`src/rtl/muldiv_ctrl_pkg.sv`:
```
// Shared definitions for the HI/LO multiply/divide unit: op and state encodings,
// the default divider iteration count and the operand-magnitude helper.
package muldiv_ctrl_pkg;

  localparam int unsigned DivCyclesDefault = 32;

  typedef enum logic [2:0] {
    OpNone  = 3'd0,
    OpMult  = 3'd1,
    OpMultu = 3'd2,
    OpDiv   = 3'd3,
    OpDivu  = 3'd4,
    OpMthi  = 3'd5,
    OpMtlo  = 3'd6
  } op_e;

  typedef enum logic [1:0] {
    StIdle,
    StMul,
    StDivRun,
    StDone
  } state_e;

  // Magnitude of a value that is two's complement only when sgn is set.
  function automatic logic [31:0] abs_if(input logic sgn, input logic [31:0] v);
    return (sgn && v[31]) ? (32'd0 - v) : v;
  endfunction

endpackage

```
`src/rtl/div_radix2.sv`:
```
// Iterative restoring divider: one quotient bit per cycle after start. The
// quotient/remainder outputs carry the result of the step being taken, so they
// are final in the cycle where done is high.
module div_radix2
  import muldiv_ctrl_pkg::*;
#(
  parameter int unsigned DIV_CYCLES = DivCyclesDefault
) (
  input  logic        clk,
  input  logic        rst,
  input  logic        start,
  input  logic        is_signed,
  input  logic [31:0] dividend,
  input  logic [31:0] divisor,
  output logic        done,
  output logic [31:0] quotient,
  output logic [31:0] remainder
);

  localparam int unsigned CntW = $clog2(DIV_CYCLES) + 1;

  logic            busy_q, busy_d;
  logic [CntW-1:0] cnt_q, cnt_d;
  logic [31:0]     quo_q, quo_d;
  logic [31:0]     rem_q, rem_d;
  logic [31:0]     dvs_q, dvs_d;
  logic            q_neg_q, q_neg_d;
  logic            r_neg_q, r_neg_d;

  logic [32:0] rem_shift;
  logic [32:0] rem_diff;
  logic [31:0] quo_step;
  logic [31:0] rem_step;

  // A borrow out of the trial subtraction means the divisor did not fit.
  assign rem_shift = {rem_q, quo_q[31]};
  assign rem_diff  = rem_shift - {1'b0, dvs_q};
  assign quo_step  = {quo_q[30:0], ~rem_diff[32]};
  assign rem_step  = rem_diff[32] ? rem_shift[31:0] : rem_diff[31:0];

  assign done      = busy_q && (cnt_q == CntW'(DIV_CYCLES - 1));
  assign quotient  = q_neg_q ? (32'd0 - quo_step) : quo_step;
  assign remainder = r_neg_q ? (32'd0 - rem_step) : rem_step;

  always_comb begin
    busy_d  = busy_q;
    cnt_d   = cnt_q;
    quo_d   = quo_q;
    rem_d   = rem_q;
    dvs_d   = dvs_q;
    q_neg_d = q_neg_q;
    r_neg_d = r_neg_q;
    if (start) begin
      busy_d  = 1'b1;
      cnt_d   = '0;
      quo_d   = abs_if(is_signed, dividend);
      rem_d   = '0;
      dvs_d   = abs_if(is_signed, divisor);
      q_neg_d = is_signed && (dividend[31] ^ divisor[31]);
      r_neg_d = is_signed && dividend[31];
    end else if (busy_q) begin
      quo_d = quo_step;
      rem_d = rem_step;
      cnt_d = cnt_q + CntW'(1);
      if (done) busy_d = 1'b0;
    end
  end

  always_ff @(posedge clk or negedge rst) begin
    if (!rst) begin
      busy_q  <= 1'b0;
      cnt_q   <= '0;
      quo_q   <= '0;
      rem_q   <= '0;
      dvs_q   <= '0;
      q_neg_q <= 1'b0;
      r_neg_q <= 1'b0;
    end else begin
      busy_q  <= busy_d;
      cnt_q   <= cnt_d;
      quo_q   <= quo_d;
      rem_q   <= rem_d;
      dvs_q   <= dvs_d;
      q_neg_q <= q_neg_d;
      r_neg_q <= r_neg_d;
    end
  end

endmodule

```
`src/rtl/muldiv_ctrl.sv`:
```
// HI/LO unit sequencer: multi-cycle MULT/DIV with pipeline stall, MTHI/MTLO,
// flush and external-stall handling. Owns the multiplier and HI/LO registers.
module muldiv_ctrl
  import muldiv_ctrl_pkg::*;
#(
  parameter int unsigned DIV_CYCLES = DivCyclesDefault
) (
  input  logic        clk,
  input  logic        rst,
  input  logic        op_valid,
  input  logic [2:0]  op,
  input  logic [31:0] src_a,
  input  logic [31:0] src_b,
  input  logic        ext_stall,
  input  logic        flush,
  output logic        stall_out,
  output logic [31:0] hi,
  output logic [31:0] lo,
  output logic        div_zero
);

  state_e      state_q, state_d;
  logic [31:0] hi_q, hi_d;
  logic [31:0] lo_q, lo_d;
  logic [31:0] a_q, a_d;
  logic [31:0] b_q, b_d;
  logic        mul_signed_q, mul_signed_d;
  logic        div_zero_q, div_zero_d;

  op_e         op_in;
  logic        is_mul, is_div, div_start, div_done;
  logic [31:0] div_quo, div_rem;
  logic [63:0] product;

  assign op_in     = op_e'(op);
  assign is_mul    = op_valid && ((op_in == OpMult) || (op_in == OpMultu));
  assign is_div    = op_valid && ((op_in == OpDiv) || (op_in == OpDivu));
  assign div_start = (state_q == StIdle) && is_div && !flush;

  // Low 64 bits of the product of the 64-bit extensions equal the signed/unsigned product.
  assign product = {{32{mul_signed_q & a_q[31]}}, a_q} * {{32{mul_signed_q & b_q[31]}}, b_q};

  div_radix2 #(
    .DIV_CYCLES(DIV_CYCLES)
  ) u_div (
    .clk      (clk),
    .rst      (rst),
    .start    (div_start),
    .is_signed(op_in == OpDiv),
    .dividend (src_a),
    .divisor  (src_b),
    .done     (div_done),
    .quotient (div_quo),
    .remainder(div_rem)
  );

  always_comb begin
    state_d      = state_q;
    hi_d         = hi_q;
    lo_d         = lo_q;
    a_d          = a_q;
    b_d          = b_q;
    mul_signed_d = mul_signed_q;
    div_zero_d   = 1'b0;
    stall_out    = 1'b0;
    if (flush) begin
      state_d = StIdle;
    end else begin
      case (state_q)
        StIdle: begin
          if (is_mul || is_div) begin
            stall_out    = 1'b1;
            state_d      = is_mul ? StMul : StDivRun;
            a_d          = src_a;
            b_d          = src_b;
            mul_signed_d = (op_in == OpMult);
          end else if (op_valid && !ext_stall && (op_in == OpMthi)) begin
            hi_d = src_a;
          end else if (op_valid && !ext_stall && (op_in == OpMtlo)) begin
            lo_d = src_a;
          end
        end
        StMul: begin
          stall_out    = 1'b1;
          {hi_d, lo_d} = product;
          state_d      = StDone;
        end
        StDivRun: begin
          stall_out = 1'b1;
          if (div_done) begin
            state_d = StDone;
            if (b_q == 32'd0) begin
              hi_d       = a_q;
              lo_d       = 32'hFFFF_FFFF;
              div_zero_d = 1'b1;
            end else begin
              hi_d = div_rem;
              lo_d = div_quo;
            end
          end
        end
        StDone: begin
          // The finished instruction may still sit in EXE while frozen; never restart it.
          if (!ext_stall) state_d = StIdle;
        end
        default: state_d = StIdle;
      endcase
    end
  end

  always_ff @(posedge clk or negedge rst) begin
    if (!rst) begin
      state_q      <= StIdle;
      hi_q         <= '0;
      lo_q         <= '0;
      a_q          <= '0;
      b_q          <= '0;
      mul_signed_q <= 1'b0;
      div_zero_q   <= 1'b0;
    end else begin
      state_q      <= state_d;
      hi_q         <= hi_d;
      lo_q         <= lo_d;
      a_q          <= a_d;
      b_q          <= b_d;
      mul_signed_q <= mul_signed_d;
      div_zero_q   <= div_zero_d;
    end
  end

  assign hi       = hi_q;
  assign lo       = lo_q;
  assign div_zero = div_zero_q;

endmodule
```
`config.mk`:
```
export PLATFORM = sky130hd
export DESIGN_NAME = muldiv_ctrl
export DESIGN_NICKNAME = d
export VERILOG_FILES = /design/src/rtl/muldiv_ctrl_pkg.sv /design/src/rtl/div_radix2.sv /design/src/rtl/muldiv_ctrl.sv
export SDC_FILE = /design/constraint.sdc
export NUM_CORES = 2
export LEC_CHECK = 0
export ABC_AREA = 0
export BUFFER_PORTS_ARGS = -buffer_cell sky130_fd_sc_hd__buf_2
export CORE_MARGIN = 10
export CORE_UTILIZATION = 55
export CTS_CLUSTER_DIAMETER = 100
export DETAILED_ROUTE_END_ITERATION = 8
export PLACE_DENSITY = 0.8
export SKIP_CTS_REPAIR_TIMING = 1
export SKIP_LAST_GASP = 1
export SYNTH_ARGS = -nofsm -noshare
export SYNTH_HDL_FRONTEND = slang
export SYNTH_HIERARCHICAL = 1
export SYNTH_SLANG_ARGS = --single-unit
```
`constraint.sdc`:
```
create_clock -name clk -period 10.5 [get_ports clk]
set_input_delay 0.525 -clock clk [delete_from_list [all_inputs] [get_ports clk]]
set_output_delay 0.525 -clock clk [all_outputs]
set_load 0.1 [all_outputs]
```
==> After elaboration in Yosys (flattened, before gate mapping) <==
Cells that the tools add are included.
{ "word_totals": {"ff_bits": 237, "out_inout_bits": 66, "wordCells": 107} }
{ "op_classes": {"add_sub_neg": 6, "mul": 1, "eq_ne": 18, "muxes": 38, "n_bitwise": 5, "n_reduce_logical": 25} }
{ "ops": {"columns": ["operator", "count"], "rows": [
  ["$mux 32", 18],
  ["$pmux 32 s3", 2],
  ["$sub 1x32->32 const A", 4],
  ["$mul 33x33->64", 1],
  ["$sub 33x32->33", 1],
  ["$logic_not 32->1", 1],
  ["$mux 6", 2],
  ["$logic_and 1x1->1", 11],
  ["$mux 2", 5],
  ["$eq 3x3->1 const B", 3],
  ["$mux 1", 9],
  ["$pmux 2 s4", 1],
  ["$add 6x1->6 const B", 1],
  ["$eq 3x2->1 const B", 2],
  ["$eq 6x5->1 const B", 1],
  ["$ne 2x2->1 const B", 3],
  ["$ne 3x3->1 const B", 2],
  ["$reduce_and 3->1", 2],
  ["$reduce_and 6->1", 1],
  ["$reduce_and 5->1", 1],
  ["$eq 2x2->1 const B", 2],
  ["$ne 2x1->1 const B", 2],
  ["$eq 3x1->1 const B", 1],
  ["$logic_or 1x1->1", 3],
  ["11 further kinds", 14]
]} }

==> Logic depth before layout (Yosys ltp) <==
{ "depth": {"word_depth": 7, "depth_mapped": 31} }

==> Cells and area by module <==
The synthesis kept the hierarchy.
{ "modules_own_cells": {"columns": ["module", "n_inst", "cells_each", "area_each_um2", "seq_area_each_um2"], "rows": [
  ["muldiv_ctrl", 1, 4913, 44943.1, 3303.2],
  ["div_radix2", 1, 1247, 9673.0, 2627.5]
]} }

==> Least setup slack after synthesis <==
OpenSTA, ideal clock, no wires.
{ "synth_path": {"kind": "register -> register", "startpoint": "register a_q[31]", "endpoint": "register hi_q[27] (netlist: hi[27])", "setup_time_ps": 95, "arrival_ps": 7953, "required_time_ps": 10405, "setup_slack_ps": 2452, "path_stages_with_launch": 31, "period_less_slack_ps": 8048, "cell_sequence": "dfrtp_1 -> clkbuf_1 -> and2_1 -> clkbuf_1 -> nand2_1 -> inv_1 -> fa_1 -> inv_1 -> fa_1 -> inv_1 -> fa_1 -> fa_1 -> inv_1 -> fa_1 -> inv_1 -> fa_1 -> inv_1 -> fa_1 -> fa_1 -> inv_1 -> ha_1 -> a21o_1 -> a21o_1 -> a21oi_1 -> nor2b_1 -> a311o_1 -> a21oi_1 -> o21ai_1 -> a21oi_2 -> xnor2_1 -> o31ai_1"} }
{ "synth_between": {"elab_chain_cells": 3} }
{ "synth_rtl": {"columns": ["element", "line_no", "source"], "rows": [
  ["from (decl)", "muldiv_ctrl.sv:25", "logic [31:0] a_q, a_d;"],
  ["from (signal assigned)", "muldiv_ctrl.sv:116", "a_q <= '0;"],
  ["from (signal assigned)", "muldiv_ctrl.sv:124", "a_q <= a_d;"],
  ["$and 1x1->1", "muldiv_ctrl.sv:41", "assign product = {{32{mul_signed_q & a_q[31]}}, a_q} * {{32{mul_signed_q & b_q[31]}}, b_q};"],
  ["$mul 33x33->64 *", "muldiv_ctrl.sv:41", null],
  ["$pmux 32 s3 *", "muldiv_ctrl.sv:69", "case (state_q)"],
  ["to (signal assigned)", "muldiv_ctrl.sv:122", "hi_q <= hi_d;"],
  ["to (decl)", "muldiv_ctrl.sv:23", "logic [31:0] hi_q, hi_d;"]
]} }
Every way passes the cells marked *; elsewhere a longest branch is shown, timed or not.
A chain may end at the register's enable or synchronous reset.

==> Worst setup path in the final report <==
{ "layout_path": {"startpoint": "register b_q[6]", "endpoint": "register hi_q[6] (netlist: hi[6])"} }
{ "layout_between": {"elab_chain_cells": 4, "word_cells_on_any_way": 5} }
{ "layout_rtl": {"columns": ["element", "line_no", "source"], "rows": [
  ["from (decl)", "muldiv_ctrl.sv:26", "logic [31:0] b_q, b_d;"],
  ["from (signal assigned)", "muldiv_ctrl.sv:117", "b_q <= '0;"],
  ["from (signal assigned)", "muldiv_ctrl.sv:125", "b_q <= b_d;"],
  ["branches (longest 3 deep; another with $mul 33x33->64)", null, null],
  ["$pmux 32 s3 *", "muldiv_ctrl.sv:69", null]
]} }
Mark *: on every way between the ends. The select of a mux whose other input is x is not followed.

==> summary.txt <==
Clocking
  • Max H-tree Level: 1
  • CTS tree: yes
  • CTS Buf Count: 27
  • Later-pin clock latency in the skew report: between 500 and 600 ps
  • CTS root buf: clkbuf_16
  • Clock buffer depth: 3
  • Reg clk slew, reported paths: 60 ps
  • TritonCTS Sinks: ~240

Critical path
  • Critical path arrival: 9520 ps
  • Setup crit start kind: flip-flop
  • Critical Path End Type: flip-flop
  • R2r endpoint: hi[6]
  • RR Startpoint: b_q[6]
  • Crit-path max FO: 22
  • R2r worst-path depth: 25
  • Crit Path Class: flip-flop to flip-flop
  • Worst EP required: 10,990 ps
  • Flop2flop setup slack: 1470 ps

Route
  • Initial DRC Count: 4,039
  • WL per Instance: 22.4 µm
  • Final WL: roughly 160 mm
  • DRT antenna net count: 0
  • Detailed Routing Iterations Pass 1: 6
  • Drt drc: 0
  • Detailed-route via count: about 44k
  • Drt via density: 5.93

Synthesis
  • Top_reg_cell synth: dfrtp_1
  • Post-synth top area share: between 40% and 50%
  • Most common cell in the netlist: inv_1
  • Top cells by area, synth: fa_1 41%, dfrtp_1 11%, inv_1 8.1%
  • Syn Inst Count: 6,160
  • Post-synth top cells: 1,182 x inv_1, 1,126 x fa_1, 941 x nand2_1
  • Asr flop ratio synth: 100%
  • Yosys warning count: 6
  • Post-synthesis sequential area ratio: 10.9%
  • Post-synthesis mux area share: under 10%
  • Post-synthesis compound-gate area fraction: 8.81%
  • Post-synthesis adder-cell area fraction: 47.1%
  • Cell Area, Synth: 54,600 µm²
  • Largest family of logic cells by synthesized area: adder cells
  • Synth Register Bits: 237
  • Post-synthesis simple-gate area fraction: 15.8%
  • Xor/xnor share of the synthesized area: about 3.4%
  • Distinct cells, synth: 99
  • Net Count, Synth: between 7k and 8k
  • Synth Area per Inst: 8.87 µm²
  • Yosys top cell by area: fa_1
  • Post-synth EDFFs: 0

Place
  • Input/output buffers: about 140
  • Placed cells: around 7.3k
  • Routability congestion estimate: 1.03
  • Hpwl dp: 131 mm

Global routing
  • Met1 Track Usage GR: a little under two fifths
  • First-pass GRT wire length: roughly 260 mm
  • Largest net degree at the start of global routing: 111
  • Layer with the highest usage: met2
  • Met2 Use GR: 47.1%
  • Antenna violations before repair: 16
  • Global Route Usage Sum: 29.8%
  • Vias in the first global route: between 40k and 50k
  • Met3 layer usage reported by global route: 7.87%
  • Grt total ovfl: 0

STA
  • Crit path time final: between 9000 and 10,000 ps
  • Final hold vios: 0
  • Max Slew Vio Count: 0
  • Worst-margin pin slew: ~1300 ps
  • Skew final: 23.0 ps
  • Aggregate negative setup slack: 0 ps
  • Final worst path period share: 86.0%
  • Final setup fails: 0
  • RSZ-0062 raised after global routing: no
  • Slew HR: 15.6%
  • Max Freq: 111 MHz

Cells and area
  • Filler instances: 8,470
  • Layout cells sized above 1: 7.04%
  • Storage cell area: 5940 µm²
  • Synth-to-Final Area Change: 4.31%
  • Nets: 7,469
  • Layout Cells excl Fill: 7,334
  • Footprint of the multi-input gates: 42,700 µm²

Floorplan
  • Core area: 98,400 µm²
  • Die width: 335 µm
  • Number of core rows: 115
  • Die extent in y: 335 µm
  • IO Count: 138
  • Die area: 112,000 µm²
  • Initial Util: between 50 and 60%

Flow run
  • Max_cap viols: 0

Run status
  • Status: finished, final reports clean

Min path
  • Hold Crit Class: input pin to asynchronous set/reset pin
[sequential cells by signal (all words and copies together) (netlist names), 2 cells and up]
register,cells
b_q,32
a_q,32
hi,32
u_div/cnt_q,6
lo,32
u_div/rem_q,32
state_q,2
u_div/dvs_q,32
u_div/quo_q,32
[worst max-delay path, stage by stage (launching register included)]
cell      delay [ps]
dfrtp_1         1030
buf_4            380
nand2_1          120
fa_1             570
inv_1             50
fa_1             470
fa_1             520
inv_1             50
fa_1             480
inv_1             50
fa_1             490
fa_1             540
fa_1             540
inv_1             60
fa_1             530
inv_1             60
ha_1             400
a21oi_2          200
o21ai_1          130
nor4_2           320
a21oi_1          160
a31oi_1          390
o21ai_0          190
xnor2_1          740
a221oi_1         250
o21ai_0          200
[stage by stage]
| stage | utilization [%] | hold slack, ps | instance area [µm²] | setup slack (ps) |
|---|---|---|---|---|
| 2_1_floorplan | - | 229 | 54600 | 2450 |
| 3_3_place_gp | 57.0 | 457 | 56100 | 1800 |
| 3_5_place_dp | 57.0 | 463 | 56100 | 1600 |
| 4_1_cts | 57.9 | 81.7 | 56900 | 1580 |
| 5_1_grt | 57.9 | 126 | 57000 | 1040 |
| 6_report | 57.9 | 55.7 | 57000 | 1470 |
[worst max path at each step]
stage,start,endpoint,slack [ps]
finish,b_q[6],hi[6],1470
global placement,b_q[7],hi[27],1800
detailed placement,b_q[6],hi[31],1600
global route,a_q[31],hi[31],1040
CTS,b_q[6],hi[31],1580
floorplan,a_q[31],hi[27],2450
[routing by layer]
metal / wire (µm) / vias to the layer above / share of wire, %
met5: 43 / - / 0.026
met4: 10000 / 6 / 6.1
met3: 18000 / 512 / 11
met2: 75800 / 2316 / 46
met1: 60100 / 22124 / 37
li1: - / 18564 / -
[final cells by class]
cell class | count | area share, %
inverters | 1185 | 7.81
flip-flops and latches | 237 | 10.4
repair buffers | 222 | 2.34
clock buffers | 39 | 1.39
multi-input cells | 4344 | 75.0
clock inverters | 10 | 0.152
diodes | 10 | 0.0439
well taps | 1287 | 2.83
[cells by family (layout without fill, tap and decap cells)]
group	Yosys count	count (layout)
mux	153	153
compound gates	737	737
fa+ha+maj	1380	1380
simple gates	1859	1859
flops	237	237
xor+xnor	215	215
buf+inv	1579	1456
other cells	0	10
[placed cells by master, fill, tap and decap left out, types with 148 or more instances in the layout]
cell        n
a21oi_1   211
o21ai_0   185
xnor2_1   148
inv_1    1182
nor2_1    254
ha_1      251
and2_1    355
nand2_1   938
dfrtp_1   230
fa_1     1126
Power is not shown: default switching activity piles up to over one toggle a cycle in this logic, so the estimate is an artifact.
